[config.mk]
export PLATFORM = sky130hd
export DESIGN_NAME = mem_port_arbiter
export DESIGN_NICKNAME = d
export VERILOG_FILES = /design/src/rtl/mem_port_arbiter.sv
export SDC_FILE = /design/constraint.sdc
export NUM_CORES = 1
export LEC_CHECK = 0
export ABC_CLOCK_PERIOD_IN_PS = 1700
export CORE_UTILIZATION = 32
export DETAILED_ROUTE_END_ITERATION = 12
export HOLD_SLACK_MARGIN = 0.12
export PLACE_DENSITY = 0.8
export REMOVE_ABC_BUFFERS = 1
export SLEW_MARGIN = 20
export SYNTH_ARGS = -nofsm -noshare
export SYNTH_HDL_FRONTEND = slang
export SYNTH_SLANG_ARGS = --single-unit
[constraint.sdc]
create_clock -name iCLK -period 1.7 [get_ports iCLK]
set_input_delay 0.17 -clock iCLK [delete_from_list [all_inputs] [get_ports iCLK]]
set_output_delay 0.17 -clock iCLK [all_outputs]
set_load 0.05 [all_outputs]
[src/rtl/mem_port_arbiter.sv]
// mem_port_arbiter: round-robin N-channel merge onto one memory port with in-order read-return routing.
// Optional ARB_LOCK_EN adds iLock/oLocked so one master can hold the port for atomic sequences.
module mem_port_arbiter #(
  parameter int NCH    = 2,
  parameter int RD_LAT = 1,
  parameter int AW     = 32
) (
  input  logic              iCLK,
  input  logic              iRST,
  input  logic [NCH-1:0]    iReq,
  input  logic [NCH-1:0]    iWe,
  input  logic [4*NCH-1:0]  iBE,
  input  logic [AW*NCH-1:0] iAddr,
  input  logic [32*NCH-1:0] iWData,
`ifdef ARB_LOCK_EN
  input  logic [NCH-1:0]    iLock,
  output logic              oLocked,
`endif
  output logic [NCH-1:0]    oGrant,
  output logic [NCH-1:0]    oRValid,
  output logic [31:0]       oRData,
  output logic              oMemRe,
  output logic              oMemWe,
  output logic [3:0]        oMemBE,
  output logic [AW-1:0]     oMemAddr,
  output logic [31:0]       oMemWData,
  input  logic [31:0]       iMemRData
);
  localparam int PW = NCH > 1 ? $clog2(NCH) : 1;

  logic [PW-1:0] ptr_q, ptr_d, sel, cand;
  logic hit;
  logic mem_re_q, mem_re_d, mem_we_q, mem_we_d;
  logic [3:0] mem_be_q, mem_be_d;
  logic [AW-1:0] mem_addr_q, mem_addr_d;
  logic [31:0] mem_wdata_q, mem_wdata_d, rdata_q, rdata_d;
  logic [NCH-1:0] rvalid_q, rvalid_d;
  logic [RD_LAT:0] rv_q, rv_d;
  logic [RD_LAT:0][PW-1:0] rid_q, rid_d;
`ifdef ARB_LOCK_EN
  logic lock_q, lock_d, release_c;
  logic [PW-1:0] owner_q, owner_d;
`endif

  always_comb begin
    hit = 1'b0;
    sel = '0;
    cand = '0;
    for (int i = 0; i < NCH; i++) begin
      cand = PW'((int'(ptr_q) + i) % NCH);
      if (!hit && iReq[cand]) begin
        hit = 1'b1;
        sel = cand;
      end
    end
`ifdef ARB_LOCK_EN
    if (lock_q) begin
      hit = iReq[owner_q];
      sel = owner_q;
    end
`endif
    if (iRST) hit = 1'b0;
  end

  assign oGrant = hit ? NCH'(1) << sel : '0;

  always_comb begin
    ptr_d = hit ? (sel == PW'(NCH - 1) ? '0 : sel + 1'b1) : ptr_q;
`ifdef ARB_LOCK_EN
    release_c = lock_q && !(iReq[owner_q] && iLock[owner_q]);
    ptr_d = lock_q ? (release_c ? (owner_q == PW'(NCH - 1) ? '0 : owner_q + 1'b1) : ptr_q) : ptr_d;
    lock_d = lock_q ? !release_c : (hit && iLock[sel]);
    owner_d = (!lock_q && hit) ? sel : owner_q;
`endif
    mem_re_d = hit & ~iWe[sel];
    mem_we_d = hit & iWe[sel];
    mem_be_d = hit ? iBE[4*sel +: 4] : mem_be_q;
    mem_addr_d = hit ? iAddr[AW*sel +: AW] : mem_addr_q;
    mem_wdata_d = hit ? iWData[32*sel +: 32] : mem_wdata_q;
    // stage 0 aligns with oMemRe; stage RD_LAT aligns with valid iMemRData
    rv_d = {rv_q[RD_LAT-1:0], mem_re_d};
    rid_d = {rid_q[RD_LAT-1:0], sel};
    rvalid_d = rv_q[RD_LAT] ? NCH'(1) << rid_q[RD_LAT] : '0;
    rdata_d = rv_q[RD_LAT] ? iMemRData : rdata_q;
  end

  always_ff @(posedge iCLK) begin
    if (iRST) begin
      ptr_q <= '0;
      mem_re_q <= 1'b0;
      mem_we_q <= 1'b0;
      mem_be_q <= '0;
      mem_addr_q <= '0;
      mem_wdata_q <= '0;
      rdata_q <= '0;
      rvalid_q <= '0;
      rv_q <= '0;
      rid_q <= '0;
`ifdef ARB_LOCK_EN
      lock_q <= 1'b0;
      owner_q <= '0;
`endif
    end else begin
      ptr_q <= ptr_d;
      mem_re_q <= mem_re_d;
      mem_we_q <= mem_we_d;
      mem_be_q <= mem_be_d;
      mem_addr_q <= mem_addr_d;
      mem_wdata_q <= mem_wdata_d;
      rdata_q <= rdata_d;
      rvalid_q <= rvalid_d;
      rv_q <= rv_d;
      rid_q <= rid_d;
`ifdef ARB_LOCK_EN
      lock_q <= lock_d;
      owner_q <= owner_d;
`endif
    end
  end

  assign oMemRe = mem_re_q;
  assign oMemWe = mem_we_q;
  assign oMemBE = mem_be_q;
  assign oMemAddr = mem_addr_q;
  assign oMemWData = mem_wdata_q;
  assign oRData = rdata_q;
  assign oRValid = rvalid_q;
`ifdef ARB_LOCK_EN
  assign oLocked = lock_q;
`endif
endmodule

==> insert_results.sql, run 1 <==
INSERT INTO impl_metrics (metric_group, metric, value, unit) VALUES
('run_status', 'outcome', 'finished clean', ''),
('critical_path', 'timing.rr.end', 'oMemAddr[12]$_SDFFE_PP0P_', ''),
('critical_path', 'regToRegStartpoint', 'ptr_q$_SDFFE_PP0P_', ''),
('clocking', 'clkSlewWorstSetupHoldPaths', '0.07', 'ns'),
('critical_path', 'worstRegToRegCells', '6', ''),
('placed_design', 'dp_cells', '820', ''),
('detailed_routing', 'drt-total-wl', '14200', 'µm'),
('finish', 'layout.cells.non_filler', '842', ''),
('detailed_routing', 'ant_nets_after_route', '0', ''),
('critical_path', 'worst_setup_path_start_kind', 'flop', ''),
('placed_design', 'place.port_buffers', '279', ''),
('die', 'die_area', '13400', 'µm²'),
('clocking', 'h_tree_lvls', '3', ''),
('sta', 'fmax', '0.598', 'GHz'),
('critical_path', 'cpMaxStageDelayCell', 'sky130_fd_sc_hd__clkdlybuf4s50_1', ''),
('finish', 'fill_cells', '1050', ''),
('clocking', 'clock-sinks', '108', ''),
('clocking', 'tritoncts_clock_tree', 'yes', ''),
('critical_path', 'setup.worst_path.class', 'reg2out', ''),
('sta', 'setup_ws', '0.0279', 'ns'),
('die', 'die_height', '116', 'µm'),
('detailed_routing', 'routed_via_density', '5.03', ''),
('placed_design', 'dp_hpwl', '10400', 'µm'),
('clocking', 'clk-insertion-delay-late', '0.34', 'ns'),
('global_routing', 'grt_first_pass_wirelength', '20400', 'µm'),
('finish', 'nets', '838', ''),
('critical_path', 'path_delay_family', 'buffers and inverters', ''),
('global_routing', 'grt_util_all_layers', '19.9', '%'),
('sta', 'hold_violations', '0', ''),
('die', 'die_width', '116', 'µm'),
('synthesis', 'synthesized_instance_count', '391', ''),
('pwr', 'leakagePower', '3.68', 'nW'),
('sta', 'worst-slew-pin-transition', '0.529', 'ns'),
('sta', 'post-route-period-util', '98.4', '%'),
('finish', 'most_common_library_cell_in_the_layout_ignoring_fill_and_taps', 'sky130_fd_sc_hd__clkdlybuf4s50_1', ''),
('synthesis', 'synthesis.area_per_instance', '10.6', 'µm²'),
('die', 'initial_cell_density_of_the_core', '32.7', '%'),
('sta', 'setup_violations', '0', ''),
('clocking', 'root_buffer', 'sky130_fd_sc_hd__clkbuf_16', ''),
('global_routing', 'via_count_of_the_first_global_routing_pass', '3957', ''),
('sta', 'fin_skew', '0.00824', 'ns'),
('global_routing', 'overflow', '0', ''),
('pwr', 'post-layout-total-power', '7.01', 'mW'),
('critical_path', 'arrival', '1.50', 'ns'),
('placed_design', 'place_congestion', '0.741', ''),
('sta', 'timing.final.max_slew_violations', '0', ''),
('detailed_routing', 'route.detailed.wl_per_inst', '16.8', 'µm'),
('synthesis', 'synth_seq_cells', '108', ''),
('synthesis', 'yosysWarningCount', '0', ''),
('synthesis', 'synth_cell_types', '27', ''),
('finish', 'layout.cells.most_common_list', 'sky130_fd_sc_hd__clkdlybuf4s50_1, sky130_fd_sc_hd__dfxtp_1, sky130_fd_sc_hd__and3_1, sky130_fd_sc_hd__a221o_1, sky130_fd_sc_hd__nor2_1', ''),
('die', 'fp.coreArea', '12600', 'µm²'),
('die', 'io-pin-count', '280', ''),
('finish', 'multi_input_comb_area', '1760', 'µm²'),
('critical_path', 'end_kind', 'output port', ''),
('critical_path', 'cp.depth', '1', ''),
('run', 'max_cap_violations', '0', ''),
('finish', 'seqCellArea', '2170', 'µm²'),
('min_path', 'worst_hold_path.endpoint', 'ptr_q$_SDFFE_PP0P_', ''),
('global_routing', 'grt_start_max_net_pins', '51', ''),
('sta', 'final.min_clock_period', '1.67', 'ns'),
('critical_path', 'timing.critical_path.required', '1.53', 'ns'),
('critical_path', 'critPathMaxStageDelay', '0.81', 'ns'),
('min_path', 'hp-start', 'iReq[0]', ''),
('clocking', 'cts_made_buffers', '9', ''),
('clocking', 'post_cts_hold_buffer_count', '0', ''),
('pwr', 'power.ir.vdd_worst', '0.464', 'mV'),
('sta', 'maxSlewHeadroom', '64.7', '%'),
('finish', 'final_layout_size_suffix_gt1_share', '10.8', '%'),
('detailed_routing', 'dr.first_iter.drc_count', '248', ''),
('global_routing', 'antenna_found_initial', '1', '');
## worst max path at each step
stage | slack, ns | startpoint | end
floorplan | -1.53 | ptr_q$_SDFFE_PP0P_ | oMemAddr[0]$_SDFFE_PP0P_
global placement | -0.02 | iReq[1] | oGrant[1]
detailed placement | -0.06 | iReq[0] | oMemAddr[12]$_SDFFE_PP0P_
CTS | 0.002 | oRData[30]$_SDFFE_PP0P_ | oRData[30]
global route | -0.02 | oMemAddr[17]$_SDFFE_PP0P_ | oMemAddr[17]
finish | 0.03 | oMemAddr[11]$_SDFFE_PP0P_ | oMemAddr[11]
## cell type report
type / count / area share (%)
diodes: 1 / 0.0329
clock inverters: 5 / 1.41
multi-input cells: 241 / 23.1
inverters: 1 / 0.0493
well taps: 172 / 2.83
flip-flops and latches: 108 / 28.5
clock buffers: 11 / 3.19
repair buffers: 303 / 40.9
## cell usage after synthesis
library cell	instances	area (µm²)
sky130_fd_sc_hd__dfxtp_1	108	2160
sky130_fd_sc_hd__and3_1	58	363
sky130_fd_sc_hd__a221o_1	57	571
sky130_fd_sc_hd__nor2_1	45	169
sky130_fd_sc_hd__mux2i_1	32	320
sky130_fd_sc_hd__buf_2	15	75.1
sky130_fd_sc_hd__clkbuf_1	15	56.3
sky130_fd_sc_hd__a211oi_1	12	90.1
sky130_fd_sc_hd__nor3_1	12	60.1
sky130_fd_sc_hd__nor4_1	11	68.8
sky130_fd_sc_hd__buf_6	5	56.3
sky130_fd_sc_hd__buf_1	3	11.3
sky130_fd_sc_hd__buf_4	3	22.5
sky130_fd_sc_hd__nor2b_1	2	12.5
sky130_fd_sc_hd__a21oi_2	1	8.76
sky130_fd_sc_hd__and2_1	1	6.26
sky130_fd_sc_hd__and2b_4	1	10.0
sky130_fd_sc_hd__and3b_1	1	8.76
sky130_fd_sc_hd__inv_2	1	3.75
sky130_fd_sc_hd__nand2b_1	1	6.26
sky130_fd_sc_hd__nand3_1	1	5.00
sky130_fd_sc_hd__nor2_2	1	6.26
sky130_fd_sc_hd__nor3_2	1	10.0
sky130_fd_sc_hd__nor3b_1	1	7.51
sky130_fd_sc_hd__o21a_1	1	7.51
sky130_fd_sc_hd__o21ai_0	1	5.00
sky130_fd_sc_hd__or2_1	1	6.26
## state kept, by name, indices dropped and copies added, names as in the netlist
register / flops
oMemAddr: 32
oMemWData: 32
oRData: 32
oMemBE: 4
oRValid: 2
rv_q: 2
oMemWe: 1
ptr_q: 1
rid_d: 1
rid_q: 1
## timing repair
item | in CTS | in global routing
pin swaps | 1 | 1
setup buffers | 1 | 2
gates resized for setup | 5 | 40
setup endpoints to repair | 3 | 40
cloned | 1 | 1
## layer usage
metal / vias to the layer above / GRT usage, % / wire [µm] / share of wire (%)
li1: 2024 / - / - / -
met2: 236 / 34.3 / 7190 / 51
met5: - / 0 / 0 / 0
met3: 15 / 7.06 / 1390 / 9.8
met4: 0 / 6.41 / 235 / 1.7
met1: 1964 / 23.1 / 5350 / 38
## kinds of logic after synthesis
kind of cell,count (synthesis),share of synthesized area (%)
compound gates,72,16.5
simple gates,137,17.9
buf+inv,42,5.45
flops,108,52.4
mux,32,7.76
## where the power goes
| part | internal, mW | switching, mW | leakage, nW | total (mW) |
|---|---|---|---|---|
| Clock | 1.49 | 0.932 | 0.170 | 2.42 |
| Sequential | 2.70 | 0.100 | 0.891 | 2.80 |
| Combinational | 0.825 | 0.964 | 2.62 | 1.79 |
## through the flow
| step | area, µm² | TNS [ns] | hold slack [ns] |
|---|---|---|---|
| after CTS | 7480 | 0 | 0.326 |
| after global placement | 7090 | -0.0185 | 0.394 |
| after detailed placement | 7090 | -1.61 | 0.416 |
| after floorplan | 3910 | -89.43 | 0.242 |
| final | 7610 | 0 | 0.338 |
| after global routing | 7610 | -0.0253 | 0.349 |
## worst register-to-register path, stage by stage, from the launching register on
cell and delay, ns:
sky130_fd_sc_hd__dfxtp_4 0.36, sky130_fd_sc_hd__and2b_4 0.26, sky130_fd_sc_hd__nor3_4 0.05, sky130_fd_sc_hd__buf_4 0.14, sky130_fd_sc_hd__buf_4 0.15, sky130_fd_sc_hd__buf_4 0.20
sky130_fd_sc_hd__a221o_1 0.38
Power figures use the tool's default switching activity.
==> run 2: changes to the inputs <==
--- a/config.mk
+++ b/config.mk
@@ -8,9 +8,10 @@
 export ABC_CLOCK_PERIOD_IN_PS = 1700
 export CORE_UTILIZATION = 32
 export DETAILED_ROUTE_END_ITERATION = 12
-export HOLD_SLACK_MARGIN = 0.12
+export HOLD_SLACK_MARGIN = 0.03
 export PLACE_DENSITY = 0.8
 export REMOVE_ABC_BUFFERS = 1
+export SKIP_LAST_GASP = 1
 export SLEW_MARGIN = 20
 export SYNTH_ARGS = -nofsm -noshare
 export SYNTH_HDL_FRONTEND = slang
==> run 2 against run 1 <==
  * Worst setup slack got worse by 0.0039 ns
  * Largest power group unchanged
  * Combinational power hardly changed
  * Worst hold slack worse by 0.0080 ns
  * Global-route usage is essentially flat
  * Final cell count did not move
  * Routed wire length shrank 0.12%
  * Total power is essentially flat
  * Clock-buffer cell count is the same
  * Non-clock buffer count unchanged
  * Critical path depth grew 5
  * Via count shrank 0.40%
==> insert_results.sql, run 2 (synthesis gave the netlist of run 1 again) <==
INSERT INTO impl_metrics (metric_group, metric, value, unit) VALUES
('clocking', 'clk-insertion-delay-late', '0.34', 'ns'),
('critical_path', 'setup.worst_path.class', 'reg2reg', ''),
('sta', 'fin_skew', '0.00757', 'ns'),
('clocking', 'root_buffer', 'sky130_fd_sc_hd__clkbuf_16', ''),
('detailed_routing', 'route.detailed.wl_per_inst', '16.8', 'µm'),
('run', 'max_cap_violations', '0', ''),
('critical_path', 'critPathMaxStageDelay', '0.35', 'ns'),
('global_routing', 'via_count_of_the_first_global_routing_pass', '3958', ''),
('sta', 'setup_violations', '0', ''),
('clocking', 'tritoncts_clock_tree', 'yes', ''),
('min_path', 'hold_class', 'in2reg', ''),
('sta', 'maxSlewHeadroom', '64.7', '%'),
('sta', 'unrepaired_setup_endpoints_after_global_routing', 'yes', ''),
('placed_design', 'dp_hpwl', '10400', 'µm'),
('finish', 'seqCellArea', '2160', 'µm²'),
('critical_path', 'worstPathCellList', 'and2b_4, nor3_4, buf_4, buf_4, bufbuf_16, a221o_1', ''),
('finish', 'multi_input_comb_area', '1760', 'µm²'),
('global_routing', 'overflow', '0', ''),
('pwr', 'post-layout-total-power', '7.01', 'mW'),
('sta', 'fmax', '0.597', 'GHz'),
('pwr', 'power.ir.vdd_worst', '0.465', 'mV'),
('detailed_routing', 'ant_nets_after_route', '0', ''),
('finish', 'fill_cells', '1048', ''),
('detailed_routing', 'drt-total-wl', '14100', 'µm'),
('clocking', 'clock-sinks', '108', ''),
('detailed_routing', 'dr.pass1.iters', '4', ''),
('sta', 'hold_violations', '0', ''),
('clocking', 'cts_made_buffers', '9', ''),
('die', 'die_area', '13400', 'µm²'),
('clocking', 'cts_max_path_buffers', '2', ''),
('die', 'rows', '41', ''),
('detailed_routing', 'dr.first_iter.drc_count', '221', ''),
('detailed_routing', 'vias', '4222', ''),
('global_routing', 'grt_first_pass_wirelength', '20400', 'µm'),
('finish', 'layout.cells.most_common_list', 'sky130_fd_sc_hd__clkdlybuf4s50_1, sky130_fd_sc_hd__dfxtp_1, sky130_fd_sc_hd__and3_1, sky130_fd_sc_hd__a221o_1, sky130_fd_sc_hd__nor2_1', ''),
('die', 'die_height', '116', 'µm'),
('placed_design', 'place_congestion', '0.741', ''),
('sta', 'worst_hold_slack', '0.330', 'ns'),
('finish', 'most_common_library_cell_in_the_layout_ignoring_fill_and_taps', 'sky130_fd_sc_hd__clkdlybuf4s50_1', ''),
('clocking', 'clkSlewWorstSetupHoldPaths', '0.07', 'ns'),
('die', 'fp.coreArea', '12600', 'µm²'),
('clocking', 'h_tree_lvls', '3', ''),
('placed_design', 'place.port_buffers', '279', ''),
('sta', 'worst-slew-pin-transition', '0.528', 'ns'),
('die', 'io-pin-count', '280', ''),
('pwr', 'pwrdens', '921', 'nW/µm²'),
('die', 'die_width', '116', 'µm'),
('global_routing', 'grt_util_met1', '23.1', '%'),
('finish', 'final_layout_size_suffix_gt1_share', '10.8', '%'),
('critical_path', 'worst_setup_path_start_kind', 'flop', ''),
('global_routing', 'grt_start_max_net_pins', '51', ''),
('critical_path', 'path_max_fanout', '20', ''),
('sta', 'final.min_clock_period', '1.68', 'ns'),
('global_routing', 'groute.layer.met2.usage', '34.3', '%'),
('finish', 'nets', '838', ''),
('die', 'initial_cell_density_of_the_core', '32.7', '%'),
('critical_path', 'timing.critical_path.required', '1.93', 'ns'),
('sta', 'post-route-period-util', '98.6', '%'),
('global_routing', 'grt_util_all_layers', '19.9', '%'),
('critical_path', 'arrival', '1.91', 'ns'),
('critical_path', 'cpMaxStageDelayCell', 'sky130_fd_sc_hd__dfxtp_2', ''),
('run_status', 'outcome', 'finished clean', ''),
('critical_path', 'end_kind', 'flop', ''),
('sta', 'timing.final.max_slew_violations', '0', ''),
('detailed_routing', 'routed_via_density', '5.01', ''),
('detailed_routing', 'drcViolationCount', '0', ''),
('global_routing', 'grt_most_used_layer', 'met2', ''),
('critical_path', 'timing.critical_path.mode_cell', 'sky130_fd_sc_hd__buf_4', ''),
('finish', 'area.growth.synth_to_final', '84.4', '%'),
('global_routing', 'antenna_found_initial', '1', ''),
('pwr', 'leakagePower', '3.68', 'nW'),
('global_routing', 'grtUsageMet3', '7.06', '%');
[run 2: layer usage]
layer	routed length (µm)	up-vias	part of all wire, %
met5	0	-	0
met4	231	0	1.6
met3	1300	15	9.2
met2	7160	212	51
met1	5450	1970	39
li1	-	2025	-
[run 2: path summary, 6_finish.rpt]
kind	from	endpoint	cells past startpoint	slack, ns
max reg2reg	ptr_q$_SDFFE_PP0P_	oMemAddr[30]$_SDFFE_PP0P_	6	0.02
min reg2reg	rid_q[1]$_SDFF_PP0_	oRValid[0]$_SDFF_PP0_	1	0.42
max	ptr_q$_SDFFE_PP0P_	oMemAddr[30]$_SDFFE_PP0P_	6	0.02
min	iReq[0]	ptr_q$_SDFFE_PP0P_	2	0.33
[run 2: critical path: cells and delay by family, from the launching register on]
kind	cells	cell delay, ns
AO/OA/AOI/OAI	1	0.35
buffers and inverters	3	0.56
flip-flops	1	0.35
AND/OR/NAND/NOR	2	0.32
[run 2: what timing repair did]
action,in CTS,in global routing
cloned,1,1
pin swaps,1,1
endpoints found under the setup margin,3,40
gates resized for setup,4,39
buffers inserted,1,2
hold buffers,0,0
[run 2: area by class of cell]
cell class	count	area share (%)
clock inverters	5	1.41
inverters	1	0.0493
flip-flops and latches	108	28.4
well taps	172	2.83
clock buffers	11	3.19
repair buffers	303	40.9
multi-input cells	241	23.1
diodes	1	0.0329
[run 2: power by group]
group / switching, mW / leakage, nW / internal (mW)
clock: 0.932 / 0.170 / 1.49
sequential: 0.101 / 0.890 / 2.70
combinational: 0.962 / 2.62 / 0.828
total: 1.99 / 3.68 / 5.02
[run 2: through the flow]
step	utilization [%]	TNS [ns]	setup WS, ns	cell area (µm²)	std cells
2_1_floorplan	-	-89.43	-1.53	3910	350
3_3_place_gp	56.1	-0.0185	-0.0185	7090	820
3_5_place_dp	56.1	-1.61	-0.0559	7090	820
4_1_cts	59.2	-0.00577	-0.00577	7470	838
5_1_grt	60.3	-0.275	-0.0249	7610	842
6_report	60.3	0	0.0240	7610	842
